[src/rtl/vga_timing_gen.sv]
// VGA pixel timing: horizontal/vertical counters and phase FSMs advanced by clk_en, registered sync/blank/strobes.
// Optional VGA_FRAME_COUNT_EN adds an 8-bit wrapping frame counter output.
module vga_timing_gen #(
    parameter int unsigned H_DISPLAY = 640,
    parameter int unsigned H_FRONT   = 16,
    parameter int unsigned H_SYNC    = 96,
    parameter int unsigned H_BACK    = 48,
    parameter int unsigned V_DISPLAY = 480,
    parameter int unsigned V_FRONT   = 10,
    parameter int unsigned V_SYNC    = 2,
    parameter int unsigned V_BACK    = 33,
    parameter bit          HSYNC_POL = 1'b0,
    parameter bit          VSYNC_POL = 1'b0
) (
    input  logic       clk,
    input  logic       rst_n,
    input  logic       clk_en,
    output logic       hsync,
    output logic       vsync,
    output logic       display_on,
    output logic [9:0] hpos,
    output logic [9:0] vpos,
    output logic       line_start,
    output logic       frame_start
`ifdef VGA_FRAME_COUNT_EN
    ,
    output logic [7:0] frame_count
`endif
);

    localparam int unsigned H_TOTAL = H_DISPLAY + H_FRONT + H_SYNC + H_BACK;
    localparam int unsigned V_TOTAL = V_DISPLAY + V_FRONT + V_SYNC + V_BACK;

    localparam logic [9:0] H_ACT_END  = 10'(H_DISPLAY - 1);
    localparam logic [9:0] H_FP_END   = 10'(H_DISPLAY + H_FRONT - 1);
    localparam logic [9:0] H_SYNC_END = 10'(H_DISPLAY + H_FRONT + H_SYNC - 1);
    localparam logic [9:0] H_LAST     = 10'(H_TOTAL - 1);
    localparam logic [9:0] V_ACT_END  = 10'(V_DISPLAY - 1);
    localparam logic [9:0] V_FP_END   = 10'(V_DISPLAY + V_FRONT - 1);
    localparam logic [9:0] V_SYNC_END = 10'(V_DISPLAY + V_FRONT + V_SYNC - 1);
    localparam logic [9:0] V_LAST     = 10'(V_TOTAL - 1);

    typedef enum logic [1:0] {
        PH_ACTIVE,
        PH_FRONT,
        PH_SYNC,
        PH_BACK
    } phase_t;

    phase_t     h_phase, v_phase;
    phase_t     h_phase_nx, v_phase_nx;
    logic [9:0] hpos_nx, vpos_nx;
    logic       h_wrap, v_wrap;

    // Next-state is computed for the post-edge position so sync/blank land on the same edge as the counters.
    always_comb begin
        h_wrap     = (hpos == H_LAST);
        v_wrap     = (vpos == V_LAST);
        hpos_nx    = h_wrap ? '0 : hpos + 10'd1;
        vpos_nx    = vpos;
        h_phase_nx = h_phase;
        v_phase_nx = v_phase;

        if (h_wrap) begin
            h_phase_nx = PH_ACTIVE;
        end else begin
            case (h_phase)
                PH_ACTIVE: if (hpos == H_ACT_END)  h_phase_nx = PH_FRONT;
                PH_FRONT:  if (hpos == H_FP_END)   h_phase_nx = PH_SYNC;
                PH_SYNC:   if (hpos == H_SYNC_END) h_phase_nx = PH_BACK;
                default:   h_phase_nx = PH_BACK;
            endcase
        end

        if (h_wrap) begin
            vpos_nx = v_wrap ? '0 : vpos + 10'd1;
            if (v_wrap) begin
                v_phase_nx = PH_ACTIVE;
            end else begin
                case (v_phase)
                    PH_ACTIVE: if (vpos == V_ACT_END)  v_phase_nx = PH_FRONT;
                    PH_FRONT:  if (vpos == V_FP_END)   v_phase_nx = PH_SYNC;
                    PH_SYNC:   if (vpos == V_SYNC_END) v_phase_nx = PH_BACK;
                    default:   v_phase_nx = PH_BACK;
                endcase
            end
        end
    end

    always_ff @(posedge clk) begin
        if (!rst_n) begin
            hpos        <= H_LAST;
            vpos        <= V_LAST;
            h_phase     <= PH_BACK;
            v_phase     <= PH_BACK;
            hsync       <= ~HSYNC_POL;
            vsync       <= ~VSYNC_POL;
            display_on  <= 1'b0;
            line_start  <= 1'b0;
            frame_start <= 1'b0;
`ifdef VGA_FRAME_COUNT_EN
            frame_count <= '0;
`endif
        end else begin
            line_start  <= 1'b0;
            frame_start <= 1'b0;
            if (clk_en) begin
                hpos        <= hpos_nx;
                vpos        <= vpos_nx;
                h_phase     <= h_phase_nx;
                v_phase     <= v_phase_nx;
                hsync       <= (h_phase_nx == PH_SYNC) ? HSYNC_POL : ~HSYNC_POL;
                vsync       <= (v_phase_nx == PH_SYNC) ? VSYNC_POL : ~VSYNC_POL;
                display_on  <= (h_phase_nx == PH_ACTIVE) && (v_phase_nx == PH_ACTIVE);
                line_start  <= h_wrap;
                frame_start <= h_wrap && v_wrap;
`ifdef VGA_FRAME_COUNT_EN
                if (h_wrap && v_wrap) frame_count <= frame_count + 8'd1;
`endif
            end
        end
    end

endmodule
[config.mk]
export PLATFORM = sky130hd
export DESIGN_NAME = vga_timing_gen
export DESIGN_NICKNAME = d
export VERILOG_FILES = /design/src/rtl/vga_timing_gen.sv
export SDC_FILE = /design/constraint.sdc
export NUM_CORES = 1
export LEC_CHECK = 0
export ABC_AREA = 1
export BUFFER_PORTS_ARGS = -buffer_cell sky130_fd_sc_hd__buf_2
export CAP_MARGIN = 20
export CORE_UTILIZATION = 35
export DETAILED_ROUTE_END_ITERATION = 12
export PLACE_DENSITY_LB_ADDON = 0.2
export SLEW_MARGIN = 15
export SYNTH_ARGS = -nofsm -noshare
export SYNTH_HDL_FRONTEND = slang
export SYNTH_SLANG_ARGS = --single-unit
[constraint.sdc]
create_clock -name clk -period 4.6 [get_ports clk]
set_input_delay 0.46 -clock clk [delete_from_list [all_inputs] [get_ports clk]]
set_output_delay 0.46 -clock clk [all_outputs]
set_load 0.005 [all_outputs]
==> impl_metrics.yaml <==
sta:
  grt_setup_unrepaired: "false"
  post-route-min-period_ns: 1.87
  finalCritPeriodShare: 0.406
  tns_ns: 0
  slew_headroom: 0.668
  tightest_slew_ns: 0.497
  drv_slew: 0
  finClkSkew_ns: 0.00911
  hold_viol: 0
  fmax_mhz: 535
  setup_viol: 0
critical_path:
  r2r_slack_ns: 2.73
  cp_common_cell: "nand3_1"
  critPathSlowestCell: "dfxtp_1"
  critPathLaunchType: "flop"
  r2r_cells: 10
  end_kind: "flop"
  cp.arrival_ns: 2.06
  required_ns: 4.79
  cp_cell_sequence: "ha_1, nand2_2, nor2_4, nand3_1, nor2_1, nand3_1, nor2_2, nand3_1, nand2_1, nor2_2"
  worst_path_largest_cell_delay_ns: 0.42
  r2r_end: "vpos[6]"
  worstReg2RegStart: "hpos[0]"
  critPathBufInv: 0
  cp-startpoint: "hpos[0]"
  worst-path-max-fanout: 5
  critPathTopFamily: "simple AND/OR/NAND/NOR gates"
  setup.worst_path.class: "flop to flop"
finish:
  area_growth_pct: 17.3
  fin_nets: 277
  antennaDiodeCount: 0
  layout-drive-gt1-share: 0.185
clock_tree:
  ctsHtreeMaxLevel: 2
  clock_sinks: 29
  cts_resized: 0
  cts_tree: "built"
  cts_hold_buf: 0
  cts_setup_buffers: 0
  insertion_delay_ns: 0.29
  cts_buffer_depth: 2
  cts_root_buf: "clkbuf_8"
  cts_buffers: 5
  path_clk_slew_ns: 0.07
pwr:
  total_power_uw: 732
  p_sw_uw: 257
  seq_power_share: 0.414
  power_density_nw_per_um2: 385
  internal_power_uw: 475
  swShare: 0.351
  p_leak_nw: 0.895
  power_frac_clock: 0.329
  irDropWorstVdd_mv: 0.157
  pwr-share-comb: 0.257
synthesis:
  synthXorXnorAreaFrac: 0.0162
  synth_area_um2: 1620
  synth-seq-cells: 29
  seq_area_frac_synth: 0.357
  synth_cell_types: 29
  synth_top_area_frac: 0.357
  syn_inst: 241
  synth_area_per_cell_um2: 6.74
  synth_simple_gate_area_share: 0.407
  synthTopCellsByArea: "dfxtp_1, nand2_1, nor2_1"
  synth_top_family_by_area: "simple AND/OR/NAND/NOR gates"
  synth_adder_area_share: 0.0308
  synth_compound_area_frac: 0.109
  syn_nets: 248
  synth_top_area_cell: "dfxtp_1"
  synth.area.mux_share: 0
  ys.warnings.count: 0
detailed_routing:
  drtAntennaViolNets: 0
  dr.pass1.iters: 5
  via_per_inst: 5.14
  wl_per_cell_um: 12.9
  wirelength_um: 4170
  drt_iter0_drc: 94
  vias: 1660
  drc: 0
floorplanning:
  die_w_um: 70.1
  start_util: 0.368
  core-area_um2: 4410
  pin_count: 28
  chipHeight_um: 70.1
  core.rowCount: 24
  fp.dieArea_um2: 4920
placement:
  dp_hpwl_um: 3080
  gp_congestion: 0.853
  port_buffers: 27
global_routing:
  overflow: 0
  grt.total_usage: 0.185
  antenna_found_initial: 0
  grt_max_degree: 20
  first_global_vias: 1508
  grt_pass1_wl_um: 7160
hold_path:
  hold_depth: 2
  holdCritStartpoint: "hsync"
  hold_path.class: "flop to flop"
  min_to: "hsync"
outcome:
  outcome: "completed"
job:
  cap_violations: 0
## how the worst max path moves through the flow
stage,slack [ns],to,depth (start not counted)
6_report,2.73,vpos[6],10
5_1_grt,2.46,vpos[6],10
4_1_cts,2.72,vpos[6],10
3_5_place_dp,2.72,vpos[6],10
3_3_place_gp,2.73,vpos[6],10
2_1_floorplan,3.01,vsync,8
## worst min-delay path: stages (launching register included)
cell and delay (ns):
dfxtp_1 0.32, o22ai_1 0.07, nand2_1 0.05
## per-stage QoR
stage | utilization | hold slack [ns] | worst slack (ns) | instance area (um^2) | std cells
after detailed placement | 0.408 | 0.456 | 2.72 | 1800 | 315
after floorplan | - | 0.462 | 3.01 | 1620 | 241
after global placement | 0.408 | 0.452 | 2.73 | 1800 | 315
after global routing | 0.431 | 0.486 | 2.46 | 1900 | 323
final | 0.431 | 0.463 | 2.73 | 1900 | 323
after CTS | 0.431 | 0.470 | 2.72 | 1900 | 323
## cells in the final DEF, fill, tap and decap left out, types with 3 or more instances in the layout
cell	netlist	layout
nand2_1	62	62
nor2_1	32	32
dfxtp_1	29	29
buf_2	1	27
inv_1	23	23
nand3_1	19	19
a21oi_1	10	10
o21ai_0	10	10
nand4_1	9	9
clkbuf_8	0	7
nor3_1	5	5
o22ai_1	4	4
o211ai_1	4	4
ha_1	4	4
nand2_2	3	3
nor2_2	3	3
xor2_1	3	3
## logic make-up after synthesis
group / after synthesis
buf+inv: 33
fa+ha+maj: 4
xor+xnor: 3
flops: 29
compound gates: 30
simple gates: 142
## Yosys cell counts
cell type / instances
nand3_4: 1
inv_4: 1
nand4_1: 9
clkinv_1: 2
o211ai_1: 4
nor4_1: 2
clkbuf_2: 1
nand2_2: 3
nor3_1: 5
o21ai_0: 10
nand3_1: 19
nor2_1: 32
nor2_8: 1
inv_1: 23
clkbuf_1: 3
o22ai_1: 4
o211a_1: 1
buf_2: 1
nor2_2: 3
xor2_1: 3
a21oi_1: 10
nor3b_1: 2
nor2_4: 2
dfxtp_1: 29
nand2_1: 62
inv_2: 2
ha_1: 4
or2_2: 1
a211oi_2: 1
## sequential cells by signal, summed over array words and instances, names as in the netlist
register,count
hsync,1
vpos,10
frame_start,1
hpos,10
line_start,1
h_phase,2
vsync,1
v_phase,2
display_on,1
## per-layer routing
layer,up-vias,GRT usage,part of all wire
li1,845,-,-
met1,765,0.246,0.49
met2,44,0.285,0.45
met3,6,0.0447,0.046
met4,0,0.0800,0.018
met5,-,0,0
## power by group through the flow
stage	logic [mW]	clock network, mW	registers (mW)
floorplan	0.134	0	0.304
global placement	0.188	0	0.309
detailed placement	0.188	0	0.308
CTS	0.189	0.243	0.303
global route	0.214	0.249	0.306
finish	0.188	0.241	0.303
## cell type report
type	count	area [um^2]
fill	478	2510
inverter	28	108
sequential	29	581
timing repair buffer	27	135
clock inverter	1	5.00
tap	52	65.1
multi-input combinational	179	915
clock buffer	7	96.3
Note: power is estimated with default switching activity, not from simulation.
